**config.mk**
```make
export PLATFORM = sky130hd
export DESIGN_NAME = ysyx_23060061_lsu
export DESIGN_NICKNAME = d
export VERILOG_FILES = /design/src/rtl/ysyx_23060061_lsu.sv
export SDC_FILE = /design/constraint.sdc
export NUM_CORES = 1
export LEC_CHECK = 0
export ABC_CLOCK_PERIOD_IN_PS = 2400
export CORE_UTILIZATION = 45
export CTS_BUF_LIST = sky130_fd_sc_hd__clkbuf_8
export DETAILED_ROUTE_END_ITERATION = 12
export PLACE_DENSITY = 0.8
export RECOVER_POWER = 25
export SLEW_MARGIN = 40
export SYNTH_ARGS = -nofsm -noshare
export SYNTH_HDL_FRONTEND = slang
export SYNTH_SLANG_ARGS = --single-unit
```
**constraint.sdc**
```tcl
create_clock -name clk -period 2.4 [get_ports clk]
set_input_delay 0.48 -clock clk [delete_from_list [all_inputs] [get_ports clk]]
set_output_delay 0.48 -clock clk [all_outputs]
set_load 0.02 [all_outputs]
```
**src/rtl/ysyx_23060061_lsu.sv**
```systemverilog
// Multi-cycle load/store unit: one valid/ready data-memory transaction per op,
// with byte-lane steering for stores and shift/extend for loads.
module ysyx_23060061_lsu #(
  parameter int TIMEOUT = 16
) (
  input  logic        clk,
  input  logic        rst,
  input  logic        req_valid,
  output logic        req_ready,
  input  logic        req_wen,
  input  logic [2:0]  req_funct3,
  input  logic [31:0] req_addr,
  input  logic [31:0] req_wdata,
  output logic        resp_valid,
  output logic [31:0] resp_rdata,
  output logic        resp_err,
  output logic        busy,
  output logic        bus_valid,
  input  logic        bus_ready,
  output logic        bus_wen,
  output logic [31:0] bus_addr,
  output logic [31:0] bus_wdata,
  output logic [3:0]  bus_wmask,
  input  logic        bus_rvalid,
  input  logic [31:0] bus_rdata
);

  typedef enum logic [1:0] {
    IDLE,
    REQ,
    WAIT,
    RESP
  } lsuState_t;

  localparam int CNT_W = $clog2(TIMEOUT) + 1;
  // Completing in this bus cycle still lands resp_valid TIMEOUT cycles after accept.
  localparam logic [CNT_W-1:0] LAST_BUS_CYCLE = CNT_W'(TIMEOUT - 2);

  function automatic logic opLegal(input logic wen, input logic [2:0] funct3,
                                   input logic [1:0] offset);
    case (funct3)
      3'b000:  opLegal = 1'b1;
      3'b001:  opLegal = ~offset[0];
      3'b010:  opLegal = (offset == 2'b00);
      3'b100:  opLegal = ~wen;
      3'b101:  opLegal = ~wen & ~offset[0];
      default: opLegal = 1'b0;
    endcase
  endfunction

  lsuState_t       state;
  lsuState_t       nextState;
  logic            wenReg;
  logic [2:0]      funct3Reg;
  logic [31:0]     addrReg;
  logic [31:0]     wdataReg;
  logic [31:0]     rdataReg;
  logic            errReg;
  logic [CNT_W-1:0] waitCount;

  logic            accept;
  logic            reqLegal;
  logic            timeoutHit;
  logic [1:0]      offset;
  logic [3:0]      storeMask;
  logic [31:0]     storeData;
  logic [31:0]     shiftedWord;
  logic [31:0]     loadData;

  assign accept     = (state == IDLE) & req_valid;
  assign reqLegal   = opLegal(req_wen, req_funct3, req_addr[1:0]);
  assign timeoutHit = (waitCount == LAST_BUS_CYCLE);
  assign offset     = addrReg[1:0];

  // Replicate store data across lanes so the mask alone selects the bytes written.
  always_comb begin
    storeMask = 4'b1111;
    storeData = wdataReg;
    case (funct3Reg[1:0])
      2'b00: begin
        storeMask = 4'b0001 << offset;
        storeData = {4{wdataReg[7:0]}};
      end
      2'b01: begin
        storeMask = 4'b0011 << offset;
        storeData = {2{wdataReg[15:0]}};
      end
      default: begin
        storeMask = 4'b1111;
        storeData = wdataReg;
      end
    endcase
  end

  always_comb begin
    shiftedWord = bus_rdata >> {offset, 3'b000};
    loadData    = shiftedWord;
    case (funct3Reg)
      3'b000:  loadData = {{24{shiftedWord[7]}}, shiftedWord[7:0]};
      3'b001:  loadData = {{16{shiftedWord[15]}}, shiftedWord[15:0]};
      3'b100:  loadData = {24'd0, shiftedWord[7:0]};
      3'b101:  loadData = {16'd0, shiftedWord[15:0]};
      default: loadData = shiftedWord;
    endcase
  end

  always_ff @(posedge clk) begin
    if (rst) begin
      state <= IDLE;
    end else begin
      state <= nextState;
    end
  end

  // A bus completion in the final allowed cycle takes priority over the timeout.
  always_comb begin
    nextState  = state;
    req_ready  = 1'b0;
    resp_valid = 1'b0;
    resp_rdata = 32'd0;
    resp_err   = 1'b0;
    busy       = 1'b0;
    bus_valid  = 1'b0;
    bus_wen    = 1'b0;
    bus_addr   = 32'd0;
    bus_wdata  = 32'd0;
    bus_wmask  = 4'd0;
    case (state)
      IDLE: begin
        req_ready = 1'b1;
        if (req_valid) begin
          nextState = reqLegal ? REQ : RESP;
        end
      end
      REQ: begin
        busy      = 1'b1;
        bus_valid = 1'b1;
        bus_wen   = wenReg;
        bus_addr  = {addrReg[31:2], 2'b00};
        bus_wdata = wenReg ? storeData : 32'd0;
        bus_wmask = wenReg ? storeMask : 4'd0;
        if (bus_ready) begin
          nextState = wenReg ? RESP : WAIT;
        end else if (timeoutHit) begin
          nextState = RESP;
        end
      end
      WAIT: begin
        busy = 1'b1;
        if (bus_rvalid || timeoutHit) begin
          nextState = RESP;
        end
      end
      RESP: begin
        resp_valid = 1'b1;
        resp_rdata = rdataReg;
        resp_err   = errReg;
        nextState  = IDLE;
      end
      default: nextState = IDLE;
    endcase
  end

  always_ff @(posedge clk) begin
    if (rst) begin
      wenReg    <= 1'b0;
      funct3Reg <= 3'd0;
      addrReg   <= 32'd0;
      wdataReg  <= 32'd0;
      rdataReg  <= 32'd0;
      errReg    <= 1'b0;
      waitCount <= '0;
    end else begin
      case (state)
        IDLE: begin
          if (accept) begin
            wenReg    <= req_wen;
            funct3Reg <= req_funct3;
            addrReg   <= req_addr;
            wdataReg  <= req_wdata;
            rdataReg  <= 32'd0;
            errReg    <= ~reqLegal;
            waitCount <= '0;
          end
        end
        REQ: begin
          waitCount <= waitCount + CNT_W'(1);
          if (!bus_ready && timeoutHit) begin
            errReg <= 1'b1;
          end
        end
        WAIT: begin
          waitCount <= waitCount + CNT_W'(1);
          if (bus_rvalid) begin
            rdataReg <= loadData;
          end else if (timeoutHit) begin
            errReg <= 1'b1;
          end
        end
        default: begin
        end
      endcase
    end
  end

endmodule

```
==> impl_metrics.py <==
metrics = {
    "synthesis": {
        "ys_seq_area_share_pct": 39.3,
        "async_reset_ff_share_pct": 0,
        "synth-edff-count": 0,
        "syn_inst": 696,
        "synth_area_leaders": "dfxtp_1 39%, nand2_1 11%, a21oi_1 8.2%",
        "synth.avg_cell_area_um2": 7.91,
        "synth_top_cell_area_share_pct": 39.3,
        "ys_warn_count": 0,
        "synth_largest_area_cell": "dfxtp_1",
        "ys_ff_latch": 108,
        "synth_top_flop_cell": "dfxtp_1",
        "syn_area_um2": 5500,
        "synth.distinct_cells": 51,
    },
    "setup_path": {
        "crit_arrival_ns": 1.88,
        "crit_path_max_fanout": 4,
        "start_kind": "flip-flop",
        "cp-end-kind": "output port",
        "required_ns": 1.92,
        "reg2reg_depth": 7,
        "path_class": "reg2out",
    },
    "floorplanning": {
        "rows": 40,
        "io-pin-count": 211,
        "start_util_pct": 46.0,
        "fp.dieW_um": 113,
        "fp.coreArea_um2": 12000,
        "dieArea_um2": 12700,
        "fp.dieH_um": 113,
    },
    "global_route": {
        "globalRouteOverflowTotal": 0,
        "grt_max_degree": 70,
        "track_usage_pct": 27.3,
        "grt_pass1_vias": 5550,
        "grt_pass1_wl_mm": 27.6,
        "antenna_found_initial": 0,
    },
    "final_layout": {
        "drive_gt1_share_pct": 8.45,
        "nets": 994,
        "n_antenna_cell": 0,
        "fillCellCount": 1022,
        "syn_to_final_growth_pct": 41.5,
    },
    "status": {
        "status": "complete, no violations",
    },
    "hold_path": {
        "holdCritPathClass": "in2reg",
        "hold_depth": 2,
    },
    "cts": {
        "clockBufferDepth": 2,
        "cts_buffers": 9,
        "ctsHtreeMaxLevel": 3,
        "ctsRootBufferMaster": "clkbuf_8",
        "cts_num_sinks": 108,
        "clk_pin_slew_ns": 0.10,
        "cts_hold_buf": 0,
        "cts_tree": "done",
        "worstSkewPairLatency_ns": 0.38,
    },
    "placement": {
        "portBuffers": 208,
        "detailedPlace.worstSlack_ns": 0.116,
        "place_congestion": 0.915,
        "dp_hpwl_mm": 12.3,
    },
    "pwr": {
        "p_int_w": 0.00359,
        "ir_worst_vdd_mv": 0.425,
        "p_sw_share_pct": 39.3,
        "leakage_nw": 3.38,
        "switchingPower_w": 0.00233,
        "p_seq_share_pct": 38.6,
        "power_density_nw_per_um2": 761,
        "p_comb_share_pct": 42.7,
        "clkPwrFrac_pct": 18.7,
    },
    "routing": {
        "drt_first_pass_iters": 6,
        "wl_per_cell_um": 16.4,
        "vias": 5653,
        "ant_nets": 0,
        "vias_per_cell": 5.46,
        "wl_mm": 17.0,
        "drt-initial-drc-count": 389,
        "drcViolationCount": 0,
    },
    "sta": {
        "fin_crit_ns": 2.36,
        "fin_ws_ns": 0.0398,
        "totalNegativeSetupSlack_ns": 0,
        "slew_viol_final": 0,
        "finClkSkew_ns": 0.00824,
        "finalSetupViolCount": 0,
        "finalHoldViolCount": 0,
        "fmax_ghz": 0.424,
        "tightest_slew_ns": 0.788,
        "slew_headroom_pct": 47.4,
        "timing.final.crit_share_pct": 98.3,
        "rsz0062_at_grt": "no",
    },
    "flow_run": {
        "cap_violations": 0,
    },
}
kinds of logic (layout without fill, tap and decap cells):
family	Yosys count	after routing	synth area share [%]
other cells	1	2	0.0681
mux	36	36	6.98
compound gates	163	163	19.4
buf+inv	65	256	5.48
fa+ha+maj	6	6	1.36
simple gates	313	313	26.8
xor+xnor	4	4	0.637
flops	108	108	39.3
state kept, by name (all words and copies together), names as in the netlist:
name / flops
rdataReg: 32
wdataReg: 32
wenReg: 1
state: 2
funct3Reg: 3
addrReg: 32
errReg: 1
waitCount: 5
worst max-delay path, stage by stage (launching register included):
cell,delay [ns]
dfxtp_1,0.41
ha_2,0.27
and3_1,0.20
clkdlybuf4s50_1,0.62
cell type report:
cell class                      count  area [µm²]  area share, %
Clock buffer                       11         151           1.94
Clock inverter                      5        41.3          0.530
Inverter                            6        22.5          0.289
Multi-Input combinational cell    524        3050           39.1
Sequential cell                   108        2160           27.8
Tap cell                          147         184           2.36
Timing Repair Buffer              234        2180           27.9
synth_stat cells (2+ instances only):
cell type,number
nor2_1,44
a21oi_1,90
nand2_1,166
nor2b_1,9
a2bb2oi_1,9
clkbuf_1,34
mux2_2,9
xor2_1,3
nand2b_1,7
a22o_1,8
dfxtp_1,108
a211oi_1,2
o21bai_1,3
a32oi_1,7
ha_1,6
nand4_1,2
and3_1,9
a211o_1,7
o21ai_0,12
buf_2,13
buf_4,5
and2_1,64
buf_6,3
a221o_1,16
mux2i_1,26
inv_1,6
buf_1,4
cell usage in the layout, fill, tap and decap left out, drive strengths merged, types with 3 or more instances in the layout:
cell / count
and3: 9
ha: 6
nor2b: 11
buf: 26
nand2: 167
o21ai: 12
o21bai: 3
a211o: 7
mux2i: 26
clkdlybuf4s15: 8
clkbuf: 22
mux2: 9
dfxtp: 108
and2: 64
dlygate4sd2: 81
clkdlybuf4s50: 107
a22o: 8
nand2b: 7
xor2: 3
a2bb2oi: 9
a32oi: 7
a221o: 16
a21oi: 90
inv: 9
nor2: 44
per-layer routing:
layer | GRT usage, % | vias up | wire [µm]
met5 | 0 | - | 0
met4 | 13.1 | 0 | 510
met3 | 7.34 | 36 | 1590
met1 | 33.2 | 2614 | 6940
met2 | 44.7 | 279 | 7930
li1 | - | 2724 | -
metrics by stage:
stage	util, %	hold WS [ns]	instance area (µm²)	power, W	instances
2_1_floorplan	-	0.432	5510	0.00396	697
3_3_place_gp	64.7	0.438	7740	0.00481	1019
3_5_place_dp	64.7	0.442	7740	0.00490	1019
4_1_cts	65.4	0.436	7820	0.00597	1035
5_1_grt	65.1	0.462	7780	0.00629	1035
6_report	65.1	0.448	7780	0.00593	1035
repair_timing:
action	4_1_cts	5_1_grt
gates cloned	0	0
setup buffers	0	0
gates resized for setup	103	30
endpoints found under the setup margin	99	19
power by group through the flow:
| stage | sequential [W] | clock (W) | combinational, W |
|---|---|---|---|
| 3_5_place_dp | 0.00232 | 0 | 0.00258 |
| 6_report | 0.00229 | 0.00111 | 0.00253 |
| 4_1_cts | 0.00228 | 0.00113 | 0.00256 |
| 3_3_place_gp | 0.00231 | 0 | 0.00250 |
| 5_1_grt | 0.00232 | 0.00119 | 0.00278 |
| 2_1_floorplan | 0.00224 | 0 | 0.00171 |
path summary, 6_finish.rpt:
kind,to,from,slack (ns)
max,bus_wdata[1],state[0],0.04
min,rdataReg[3],rst,0.45
max reg2reg,rdataReg[26],state[0],0.25
min reg2reg,addrReg[5],addrReg[5],0.46
Power figures use the tool's default switching activity.
